--- src/rtl/dll_code_ctrl.sv ---
// DLL delay-code controller: steps a 4-bit delay-line select code from
// phase-detector votes, detects lock and loss of lock. Optional build macro:
// DLL_CTRL_MAJORITY_EN (moves need two agreeing consecutive samples).
module dll_code_ctrl #(
  parameter int unsigned INIT_CODE  = 8,
  parameter int unsigned SETTLE_CYC = 4,
  parameter int unsigned LOCK_CNT   = 4,
  parameter int unsigned LOSS_CNT   = 3
) (
  input  logic       clk,
  input  logic       rst,
  input  logic       en,
  input  logic       pd_valid,
  input  logic       pd_up,
  input  logic       pd_dn,
  output logic [3:0] q,
  output logic       dec_rst_n,
  output logic [1:0] state,
  output logic       locked,
  output logic       lock_lost,
  output logic       sat_err
);

  typedef enum logic [1:0] {
    ST_IDLE   = 2'd0,
    ST_SETTLE = 2'd1,
    ST_SAMPLE = 2'd2
  } state_t;

  typedef enum logic [1:0] {
    MV_HOLD = 2'd0,
    MV_UP   = 2'd1,
    MV_DN   = 2'd2
  } move_t;

  localparam logic [3:0] LP_INIT   = INIT_CODE[3:0];
  localparam logic [7:0] LP_SETTLE = SETTLE_CYC[7:0];
  localparam logic [3:0] LP_LOCK   = LOCK_CNT[3:0];
  localparam logic [3:0] LP_LOSS   = LOSS_CNT[3:0];

  state_t     r_state;
  state_t     w_state_nxt;
  logic [7:0] r_settle_cnt;
  logic [3:0] r_q;
  logic [3:0] r_rev_cnt;
  logic [3:0] r_run_cnt;
  logic       r_last_vld;
  logic       r_last_up;
  logic       r_locked;
  logic       r_lock_lost;
  logic       r_sat_err;

  move_t      w_raw_move;
  move_t      w_move;
  logic       w_fire;
  logic       w_is_move;
  logic       w_is_up;
  logic       w_at_limit;
  logic       w_reversal;
  logic       w_same_dir;
  logic [3:0] w_rev_nxt;
  logic [3:0] w_run_nxt;
  logic       w_lose;
  logic       w_gain;

  // ---------------------------------------------------------------------------
  // FSM: state register
  // ---------------------------------------------------------------------------
  // NOTE: sequential state uses non-blocking assignments so every register
  // samples pre-edge values regardless of process evaluation order.
  always_ff @(posedge clk) begin
    if (rst) r_state <= ST_IDLE;
    else     r_state <= w_state_nxt;
  end

  // FSM: next-state logic
  // NOTE: default assignment first so no path leaves w_state_nxt unassigned,
  // which would otherwise infer a latch.
  always_comb begin
    w_state_nxt = r_state;
    if (!en) begin
      w_state_nxt = ST_IDLE;
    end else begin
      case (r_state)
        ST_IDLE:   w_state_nxt = ST_SETTLE;
        ST_SETTLE: if (r_settle_cnt <= 8'd1) w_state_nxt = ST_SAMPLE;
        ST_SAMPLE: if (pd_valid) w_state_nxt = ST_SETTLE;
        default:   w_state_nxt = ST_IDLE;
      endcase
    end
  end

  // FSM: outputs
  always_comb begin
    state     = r_state;
    dec_rst_n = (r_state != ST_IDLE);
  end

  assign q         = r_q;
  assign locked    = r_locked;
  assign lock_lost = r_lock_lost;
  assign sat_err   = r_sat_err;

  // ---------------------------------------------------------------------------
  // Phase-detector decode and optional majority filter
  // ---------------------------------------------------------------------------
  always_comb begin
    w_raw_move = MV_HOLD;
    if (pd_up && !pd_dn)      w_raw_move = MV_UP;
    else if (pd_dn && !pd_up) w_raw_move = MV_DN;
  end

  assign w_fire = en && (r_state == ST_SAMPLE) && pd_valid;

`ifdef DLL_CTRL_MAJORITY_EN
  move_t r_maj_dir;
  logic  r_maj_vld;

  // A vote is applied only when it repeats the recorded one; any applied,
  // disagreeing or HOLD vote empties the record.
  always_comb begin
    w_move = MV_HOLD;
    if (w_raw_move != MV_HOLD && r_maj_vld && r_maj_dir == w_raw_move)
      w_move = w_raw_move;
  end

  always_ff @(posedge clk) begin
    if (rst || !en) begin
      r_maj_vld <= 1'b0;
      r_maj_dir <= MV_HOLD;
    end else if (w_fire) begin
      if (w_raw_move != MV_HOLD && !r_maj_vld) begin
        r_maj_vld <= 1'b1;
        r_maj_dir <= w_raw_move;
      end else begin
        r_maj_vld <= 1'b0;
        r_maj_dir <= MV_HOLD;
      end
    end
  end
`else
  assign w_move = w_raw_move;
`endif

  // ---------------------------------------------------------------------------
  // Move classification and lock bookkeeping
  // ---------------------------------------------------------------------------
  always_comb begin
    w_is_move  = w_fire && (w_move != MV_HOLD);
    w_is_up    = (w_move == MV_UP);
    w_at_limit = w_is_up ? (r_q == 4'hF) : (r_q == 4'h0);
    w_reversal = r_last_vld && (r_last_up != w_is_up);
    w_same_dir = r_last_vld && (r_last_up == w_is_up);

    w_rev_nxt = r_rev_cnt;
    if (w_reversal)
      w_rev_nxt = (r_rev_cnt == 4'hF) ? r_rev_cnt : r_rev_cnt + 4'd1;
    else if (w_same_dir)
      w_rev_nxt = 4'd0;

    // Run length counts the moves in the current direction, the reversing
    // move itself included, so a reversal restarts it at one.
    w_run_nxt = 4'd0;
    if (r_locked) begin
      if (w_reversal)
        w_run_nxt = 4'd1;
      else
        w_run_nxt = (r_run_cnt == 4'hF) ? r_run_cnt : r_run_cnt + 4'd1;
    end

    w_lose = r_locked && (w_run_nxt >= LP_LOSS);
    w_gain = !r_locked && (w_rev_nxt >= LP_LOCK);
  end

  // ---------------------------------------------------------------------------
  // Datapath registers
  // ---------------------------------------------------------------------------
  always_ff @(posedge clk) begin
    if (rst) begin
      r_q          <= LP_INIT;
      r_settle_cnt <= 8'd0;
      r_rev_cnt    <= 4'd0;
      r_run_cnt    <= 4'd0;
      r_last_vld   <= 1'b0;
      r_last_up    <= 1'b0;
      r_locked     <= 1'b0;
      r_lock_lost  <= 1'b0;
      r_sat_err    <= 1'b0;
    end else if (!en) begin
      // Disable parks the loop: code is frozen, all lock history dropped.
      r_settle_cnt <= 8'd0;
      r_rev_cnt    <= 4'd0;
      r_run_cnt    <= 4'd0;
      r_last_vld   <= 1'b0;
      r_last_up    <= 1'b0;
      r_locked     <= 1'b0;
      r_lock_lost  <= 1'b0;
      r_sat_err    <= 1'b0;
    end else begin
      r_lock_lost <= 1'b0;
      case (r_state)
        ST_IDLE: begin
          r_q          <= LP_INIT;
          r_settle_cnt <= LP_SETTLE;
        end
        ST_SETTLE: begin
          if (r_settle_cnt != 8'd0) r_settle_cnt <= r_settle_cnt - 8'd1;
        end
        ST_SAMPLE: begin
          if (pd_valid) r_settle_cnt <= LP_SETTLE;
          if (w_is_move) begin
            if (w_at_limit)   r_sat_err <= 1'b1;
            else if (w_is_up) r_q <= r_q + 4'd1;
            else              r_q <= r_q - 4'd1;
            r_last_vld <= 1'b1;
            r_last_up  <= w_is_up;
            if (w_lose) begin
              r_locked    <= 1'b0;
              r_lock_lost <= 1'b1;
              r_rev_cnt   <= 4'd0;
              r_run_cnt   <= 4'd0;
            end else begin
              r_rev_cnt <= w_rev_nxt;
              r_run_cnt <= w_run_nxt;
              if (w_gain) r_locked <= 1'b1;
            end
          end
        end
        default: r_settle_cnt <= 8'd0;
      endcase
    end
  end

endmodule
--- config.mk ---
export PLATFORM = sky130hd
export DESIGN_NAME = dll_code_ctrl
export DESIGN_NICKNAME = d
export VERILOG_FILES = /design/src/rtl/dll_code_ctrl.sv
export SDC_FILE = /design/constraint.sdc
export NUM_CORES = 1
export LEC_CHECK = 0
export ABC_AREA = 1
export CAP_MARGIN = 30
export CORE_MARGIN = 5
export CORE_UTILIZATION = 30
export CTS_BUF_LIST = sky130_fd_sc_hd__clkbuf_16
export CTS_CLUSTER_SIZE = 25
export DETAILED_ROUTE_END_ITERATION = 16
export PLACE_DENSITY = 0.53
export SLEW_MARGIN = 20
export SYNTH_ARGS = -nofsm -noshare
export SYNTH_HDL_FRONTEND = slang
export SYNTH_SLANG_ARGS = --single-unit
--- constraint.sdc ---
create_clock -name clk -period 3.3 [get_ports clk]
set_input_delay 0.66 -clock clk [delete_from_list [all_inputs] [get_ports clk]]
set_output_delay 0.66 -clock clk [all_outputs]
set_load 0.02 [all_outputs]
**Yosys cells after proc, flatten, opt, wreduce, memory -nomap -nowiden**

Index checks and enable logic that the tools add are counted.
W data, S select, Z words.

- Muxes and demuxes: 24
- Reduce and logical (&&, ||, !) cells: 27
- Eq/ne operators: 13
- Add/subtract/negate cells: 5
- Magnitude comparators: 3
- Bitwise logic cells: 3

Operator list:

| operator | number |
|---|---|
| $mux W4 | 11 |
| $pmux W8 S3 | 1 |
| $mux W8 | 2 |
| $add A4 B1 Y4 const B | 3 |
| $eq A4 B4 Y1 const B | 3 |
| $ne A2 B2 Y1 const B | 5 |
| $logic_and A1 B1 Y1 | 9 |
| $le A8 B1 Y1 const B | 1 |
| $mux W2 | 4 |
| $pmux W4 S2 | 1 |
| $reduce_bool A2 Y1 | 4 |
| $reduce_bool A8 Y1 | 1 |
| $sub A8 B1 Y8 const B | 1 |
| $pmux W2 S3 | 1 |
| $reduce_and A2 Y1 | 3 |
| $reduce_and A3 Y1 | 2 |
| $eq A2 B1 Y1 const B | 2 |
| $ge A4 B2 Y1 const B | 1 |
| $ge A4 B3 Y1 const B | 1 |
| $logic_not A4 Y1 | 1 |
| $mux W1 | 4 |
| $reduce_and A4 Y1 | 1 |
| $reduce_or A4 Y1 | 1 |
| $sub A4 B1 Y4 const B | 1 |
| 7 further kinds | 11 |

- Output and inout bits: 10
- Flip-flop bits (word level): 27
- Input port bits: 6

**Logic depth before layout (Yosys ltp)**

Gate-level depths: netlist of the first run.

- Word-level depth: 13
- Mapped depth: 12
- Mapped depth without buffers: 12

**Least setup slack after synthesis of the first run**

Ideal clock, no wire load.

- Kind: input to register
- Start point: input pd_dn
- End point: register r_q[3] (netlist: q[3])
- Arrival: 1.793 ns
- Path slack: 1.386 ns
- Data required time: 3.179 ns
- Stages: 10
- Cells stage by stage: inv_1 > ha_1 > inv_2 > ha_1 > a21oi_1 > nand2_1 > a21oi_1 > o21ai_0 > nand3_1 > nand3_1

- Word-level cells in the longest chain between the ends: 8

RTL lines:

| element | line | source |
|---|---|---|
| start: declaration | 15 | `input logic pd_dn,` |
| $logic_and A1 B1 Y1 or $logic_not A1 Y1 (tied branches) | 110, 109 |  |
| $mux W2 or $logic_and A1 B1 Y1 (tied branches) | 110, 109 |  |
| $mux W2 (*) | 109 | `if (pd_up && !pd_dn) w_raw_move = MV_UP;` |
| $eq A2 B1 Y1 (*) | 150 | `w_is_up = (w_move == MV_UP);` |
| via w_is_up | 57 | `logic w_is_up;` |
| $mux W4 | 213 | `else if (w_is_up) r_q <= r_q + 4'd1;` |
| $mux W4 | 212 | `if (w_at_limit) r_sat_err <= 1'b1;` |
| $mux W4 | 211 | `if (w_is_move) begin` |
| $pmux W4 S2 | 201 | `case (r_state)` |
| end signal: assignment | 213 |  |
| end signal: assignment | 214 | `else r_q <= r_q - 4'd1;` |
| end: declaration | 44 | `logic [3:0] r_q;` |

The timed path passes the listed nets; every way through them passes the cells marked *. The select of a mux whose other input is x is not followed.
A chain may end at the register's enable or synchronous reset.

**Final worst setup path of the first run**

- Start point: input pd_dn
- End point: register r_rev_cnt[3]

- Word-level cells in the longest chain between the ends: 11

RTL lines:

| element | line | source |
|---|---|---|
| $logic_and A1 B1 Y1 or $logic_not A1 Y1 (tied branches) | 110, 109 |  |
| $mux W2 or $logic_and A1 B1 Y1 (tied branches) | 110, 109 |  |
| $mux W2 (*) | 109 |  |
| $eq A2 B1 Y1 | 150 |  |
| $ne A1 B1 Y1 | 152 | `w_reversal = r_last_vld && (r_last_up != w_is_up);` |
| $logic_and A1 B1 Y1 | 152 |  |
| $mux W4 | 165 | `if (w_reversal)` |
| $mux W4 | 164 | `if (r_locked) begin` |
| $ge A4 B2 Y1 | 171 | `w_lose = r_locked && (w_run_nxt >= LP_LOSS);` |
| $logic_and A1 B1 Y1 | 171 |  |
| $mux W4 | 217 | `if (w_lose) begin` |
| end signal: assignment | 223 | `r_rev_cnt <= w_rev_nxt;` |
| end: declaration | 45 | `logic [3:0] r_rev_cnt;` |

Every way passes the cells marked *; elsewhere a longest branch is shown, timed or not.

==> impl_metrics.toml, run 1 <==
[status]
outcome = "complete, no violations"

[cells_and_area]
n_antenna_cell = 0
layout-drive-gt1-share_pct = 12.2
syn2layout_area_growth_pct = 18.7
fillCellCount = 604
final_cells = 335
nNetsFinal = 278

[detailed_routing]
dr_total_vias = 1534
drc = 0
wl_met1_um = 1830
wl_met2_um = 1480
drtAntennaViolNets = 0
wl_met3_um = 115
dr.pass1.iters = 4
top_layer_used = "met4"
wl_per_cell_um = 10.4
wl_um = 3480
drtIter0Drc = 68
vias_per_cell = 4.58

[floorplan]
core_area_um2 = 5440
die_h_um = 84.3
dieArea_um2 = 7100
rows = 27
fp.dieW_um = 84.3
io_pins = 16
start_util_pct = 30.4

[synth]
ys.flop_type = "dfxtp_1"
ys_seq_area_share_pct = 32.7
synth-edff-count = 0
syn_inst = 246
synth.most_common_cell = "nand2_1"
synth_xor_area_share_pct = 1.59
ys_async_sr_fraction_pct = 0
yosys-top-cells-area = "dfxtp_1 (33%), nand2_1 (11%), nor2_1 (8.2%)"
syn-cell-area_um2 = 1660
synth_top_area_share_pct = 32.7
synth_warnings = 0
yosysUniqueCellTypes = 27
synthTopCellsByCount = "nand2_1 (49), nor2_1 (36), dfxtp_1 (27)"
ys_seq_elements = 27
yosys.area_share.simple_pct = 37.8
synth_compound_area_share_pct = 13.5
avgSynthCellArea_um2 = 6.73
synth_top_family_by_area = "simple AND/OR/NAND/NOR gates"
synth.net_count = 260
yosysTopAreaCell = "dfxtp_1"
muxShareOfSynthArea_pct = 0
synthAdderAreaFrac_pct = 6.50

[power]
power_frac_comb_pct = 16.2
leakagePower_uw = 0.000788
p_int_uw = 549
ir_drop_mv = 0.188
clockPowerShare_pct = 38.1
p_sw_share_pct = 27.3
p_per_area_nw_per_um2 = 384
p_seq_share_pct = 45.8
switchingPower_uw = 206

[clock_tree]
clk_pin_slew_ns = 0.07
cts_setup_buffers = 0
cts_hold_buffers = 0
clk-insertion-delay-late_ns = 0.27
cts_resized = 0
root_buffer = "clkbuf_16"
cts_buffers = 3
cts_buffer_depth = 2
htree_num_levels = 1
cts_sinks = 27
cts_tree = "done"

[worst_setup_path]
cp-start-kind = "input pin"
endpoint_kind = "flop"
cp.arrival_ns = 2.44
path_class = "input pin to flop"
r2r_cells = 9
required_ns = 3.50
rrSetupSlack_ns = 1.75
crit_fanout = 15

[sta]
final-hold-violation-count = 0
slew_violations = 0
clock.fmax_ghz = 0.446
maxSlewHeadroom_pct = 75.2
period_minus_slack_ns = 2.24
fin_crit_sh_pct = 67.9
fin_tns_setup_ns = 0
rsz0062_at_grt = "no"
worstMarginPinSlew_ns = 0.371
fin_skew_ns = 0.00414
setup_viol = 0

[worst_hold_path]
hold_depth = 2
hold_class = "flop to flop"

[grt]
grt_pass1_wl_um = 6200
grt.total_usage_pct = 10.4
grt_max_degree = 16
antenna_found_initial = 0
grt_pass1_vias = 1364
grt_overflow = 0

[place]
gp_congestion = 0.789
dp.cells = 331
dp_hpwl_um = 2690
port_buffers = 15

[run]
cap_violations = 0
## final cells by class
| cell class | count | area, um^2 | share of cell area [%] |
|---|---|---|---|
| multi-input combinational | 185 | 983 | 50.1 |
| inverter | 32 | 120 | 6.11 |
| sequential | 27 | 541 | 27.5 |
| clock inverter | 1 | 5.00 | 0.255 |
| clock buffer | 3 | 75.1 | 3.82 |
| tap | 72 | 90.1 | 4.59 |
| timing repair buffer | 15 | 150 | 7.64 |
## worst paths after layout
| kind | start | endpoint |
|---|---|---|
| setup / recovery | pd_dn | r_rev_cnt[3] |
| hold / removal | r_settle_cnt[1] | r_settle_cnt[1] |
| setup reg to reg | r_settle_cnt[0] | r_settle_cnt[3] |
| hold reg to reg | r_settle_cnt[1] | r_settle_cnt[1] |
## registers in the layout, summed over array words and instances (netlist names)
name and flops:
q 4, r_settle_cnt 8, state 2, r_last_vld 1, r_run_cnt 4, r_rev_cnt 4, sat_err 1, r_last_up 1
lock_lost 1, locked 1
## per-stage QoR
stage	cell area (um^2)	hold WS (ns)	power (uW)	setup WS (ns)	util (%)
final	1960	0.500	755	1.06	36.1
after global routing	1960	0.530	801	0.870	36.1
after CTS	1960	0.502	767	1.07	36.1
after global placement	1880	0.486	477	0.839	34.6
after floorplan	1660	0.465	440	1.39	-
after detailed placement	1880	0.476	476	0.795	34.6
## per-layer routing
layer	vias up	global-route usage, %
met5	-	0
met4	0	3.95
met3	5	2.55
met2	18	16.0
met1	673	14.0
li1	838	-
## power groups by stage
stage / combinational, uW / clock [uW] / sequential [uW]
2_1_floorplan: 82.4 / 0 / 357
3_3_place_gp: 123 / 0 / 353
3_5_place_dp: 123 / 0 / 353
4_1_cts: 123 / 298 / 346
5_1_grt: 140 / 313 / 348
6_report: 122 / 287 / 345
## cell families (layout without fill, tap and decap cells)
kind of cell,after synthesis,count (layout)
adders and majority gates,8,8
AOI/OAI and AO/OA,42,42
buffers and inverters,34,51
xor gates and xnor gates,3,3
DFF,27,27
and+or+nand+nor,132,132
## cell usage in the layout (no fill, tap or decap), types with 2 or more instances in the layout
cell type        netlist  final
nand3_1               21     21
clkbuf_16              0      3
nor2_2                 5      5
clkdlybuf4s50_1        0     15
nand2_2                4      4
xor2_1                 2      2
nor2_1                36     36
dfxtp_1               27     27
nand2_4                3      3
o21ai_1                3      3
a21oi_1               25     25
nor2_4                 3      3
inv_1                 23     23
o21ai_0               10     10
nand2_1               49     49
inv_2                  9      9
a21oi_2                2      2
nand4_1                5      5
nor3_1                 3      3
ha_1                   7      7
## critical path: stages
cell and delay (ns):
clkdlybuf4s50_1 0.45, inv_1 0.04, ha_1 0.27, inv_1 0.06
nand3_1 0.14, nor2_4 0.31, inv_2 0.11, a21oi_1 0.18
nand3_1 0.09, a21oi_1 0.12
Note: power is estimated with default switching activity, not from simulation.
==> run 2, diff against run 1 <==
clock period = 2.1 ns   (was 3.3 ns; I/O delays follow)
==> impl_metrics.toml, run 2 (same netlist as run 1, synthesis figures left out) <==
[status]
outcome = "complete, no violations"

[worst_setup_path]
path_class = "input pin to flop"
cp.arrival_ns = 2.08
slowest_stage = "clkdlybuf4s50_1"
required_ns = 2.25
cpLargestDelayFamily = "buffers and inverters"
crit_path_max_incr_delay_ns = 0.45
endpoint_kind = "flop"
worst-path-buf-inv = 3
path_cells = "clkdlybuf4s50_1 > inv_1 > ha_1 > inv_2 > ha_1 > a21oi_1 > nand2_1 > a21oi_1 > o21ai_0 > nand3_1 > nand3_1"
crit_fanout = 4
cp-start-kind = "input pin"

[clock_tree]
cts_buffers = 3
clk-insertion-delay-late_ns = 0.26
cts_sinks = 27
root_buffer = "clkbuf_16"
cts_resized = 0
cts_buffer_depth = 2
clk_pin_slew_ns = 0.07
cts_tree = "done"
htree_num_levels = 1
cts_hold_buffers = 0
cts_setup_buffers = 0

[cells_and_area]
fillCellCount = 595
largest_register_ffs = 8
seq_area_um2 = 541
layout-drive-gt1-share_pct = 17.4
syn2layout_area_growth_pct = 27.5
layout_commonest_cell = "nand2_1"
regMostFlops = "r_settle_cnt"
multi_input_area_um2 = 983
final_area_um2 = 2110
n_antenna_cell = 0
layout_common_cells = "nand2_1 (49), nor2_1 (36), dfxtp_1 (27)"
nNetsFinal = 296

[grt]
grt_pass1_wl_um = 6020
grt_overflow = 0
antenna_found_initial = 0
grt.total_usage_pct = 9.97
grt_pass1_vias = 1388
grt_max_degree = 15

[power]
ir_drop_mv = 0.305
p_int_uw = 879
p_seq_share_pct = 45.5
switchingPower_uw = 314
p_sw_share_pct = 26.3
p_per_area_nw_per_um2 = 565
leakagePower_uw = 0.000884
power_frac_comb_pct = 18.2
clockPowerShare_pct = 36.3

[detailed_routing]
vias_per_cell = 4.51
drc = 0
dr_total_vias = 1593
wl_um = 3610
dr.pass1.iters = 4
drtAntennaViolNets = 0
wl_per_cell_um = 10.2
drtIter0Drc = 39

[worst_hold_path]
hold_class = "flop to flop"

[floorplan]
start_util_pct = 30.4
io_pins = 16
rows = 27
die_h_um = 84.3
fp.dieW_um = 84.3
dieArea_um2 = 7100
core_area_um2 = 5440

[sta]
fin_crit_sh_pct = 91.7
clock.fmax_ghz = 0.519
rsz0062_at_grt = "no"
fin_tns_setup_ns = 0
slew_violations = 0
fin_skew_ns = 0.00439
period_minus_slack_ns = 1.93
maxSlewHeadroom_pct = 80.8
worstMarginPinSlew_ns = 0.287
final-hold-violation-count = 0
setup_viol = 0

[run]
cap_violations = 0

[place]
gp_congestion = 0.774
port_buffers = 15
dp_hpwl_um = 2770
placed_cell_area_um2 = 1990
run 2: cell types whose count changed in the layout (fill, tap and decap cells not counted), sizes merged:
cell / delta
buf: +18
clkinv: -1
inv: +1
run 2: area by class of cell:
cell class	instances	area share [%]
clock buffers	3	3.56
clock inverters	1	0.178
inverters	32	5.69
multi-input cells	185	46.6
flip-flops and latches	27	25.6
well taps	72	4.27
repair buffers	33	14.1
run 2: tightest hold or removal path: stages, from the launching register on:
cell	delay, ns
dfxtp_1	0.34
a21oi_1	0.04
nor2_1	0.08
run 2: per-layer routing:
layer	vias to the layer above	routed length (um)	global-route usage, %	share of wire (%)
met5	-	0	0	0
met4	0	56	3.95	1.6
met3	5	99	1.96	2.7
met2	18	1460	15.5	40
met1	701	1990	13.5	55
li1	869	-	-	-
run 2: metrics by stage:
step                      hold slack (ns)  utilization, %  setup slack (ns)  total power (uW)  std cells
after floorplan                     0.465               -             0.426               691        246
after global placement              0.473            36.6           -0.0713               768        345
after detailed placement            0.463            36.6            -0.124               767        345
after CTS                           0.496            38.0             0.158              1210        349
after global routing                0.521            38.8            0.0105              1260        353
final                               0.495            38.8             0.174              1190        353
run 2: power by group through the flow:
stage | Combinational (uW) | Clock [uW] | Sequential, uW
floorplan | 129 | 0 | 561
global placement | 213 | 0 | 555
detailed placement | 212 | 0 | 555
CTS | 214 | 450 | 543
global route | 242 | 470 | 546
finish | 217 | 433 | 543
run 2: worst paths after layout:
| check | start | to | slack (ns) | depth (start not counted) |
|---|---|---|---|---|
| setup / recovery | pd_dn | q[3] | 0.17 | 11 |
| hold reg to reg | sat_err | sat_err | 0.50 | 2 |
| hold / removal | sat_err | sat_err | 0.50 | 2 |
| setup reg to reg | r_settle_cnt[0] | r_settle_cnt[5] | 0.57 | 11 |
==> run 3, diff against run 2 <==
SLEW_MARGIN = default   (was 20)
==> results of run 3 <==
The final DEF is identical to that of run 2; final timing and power are the same.
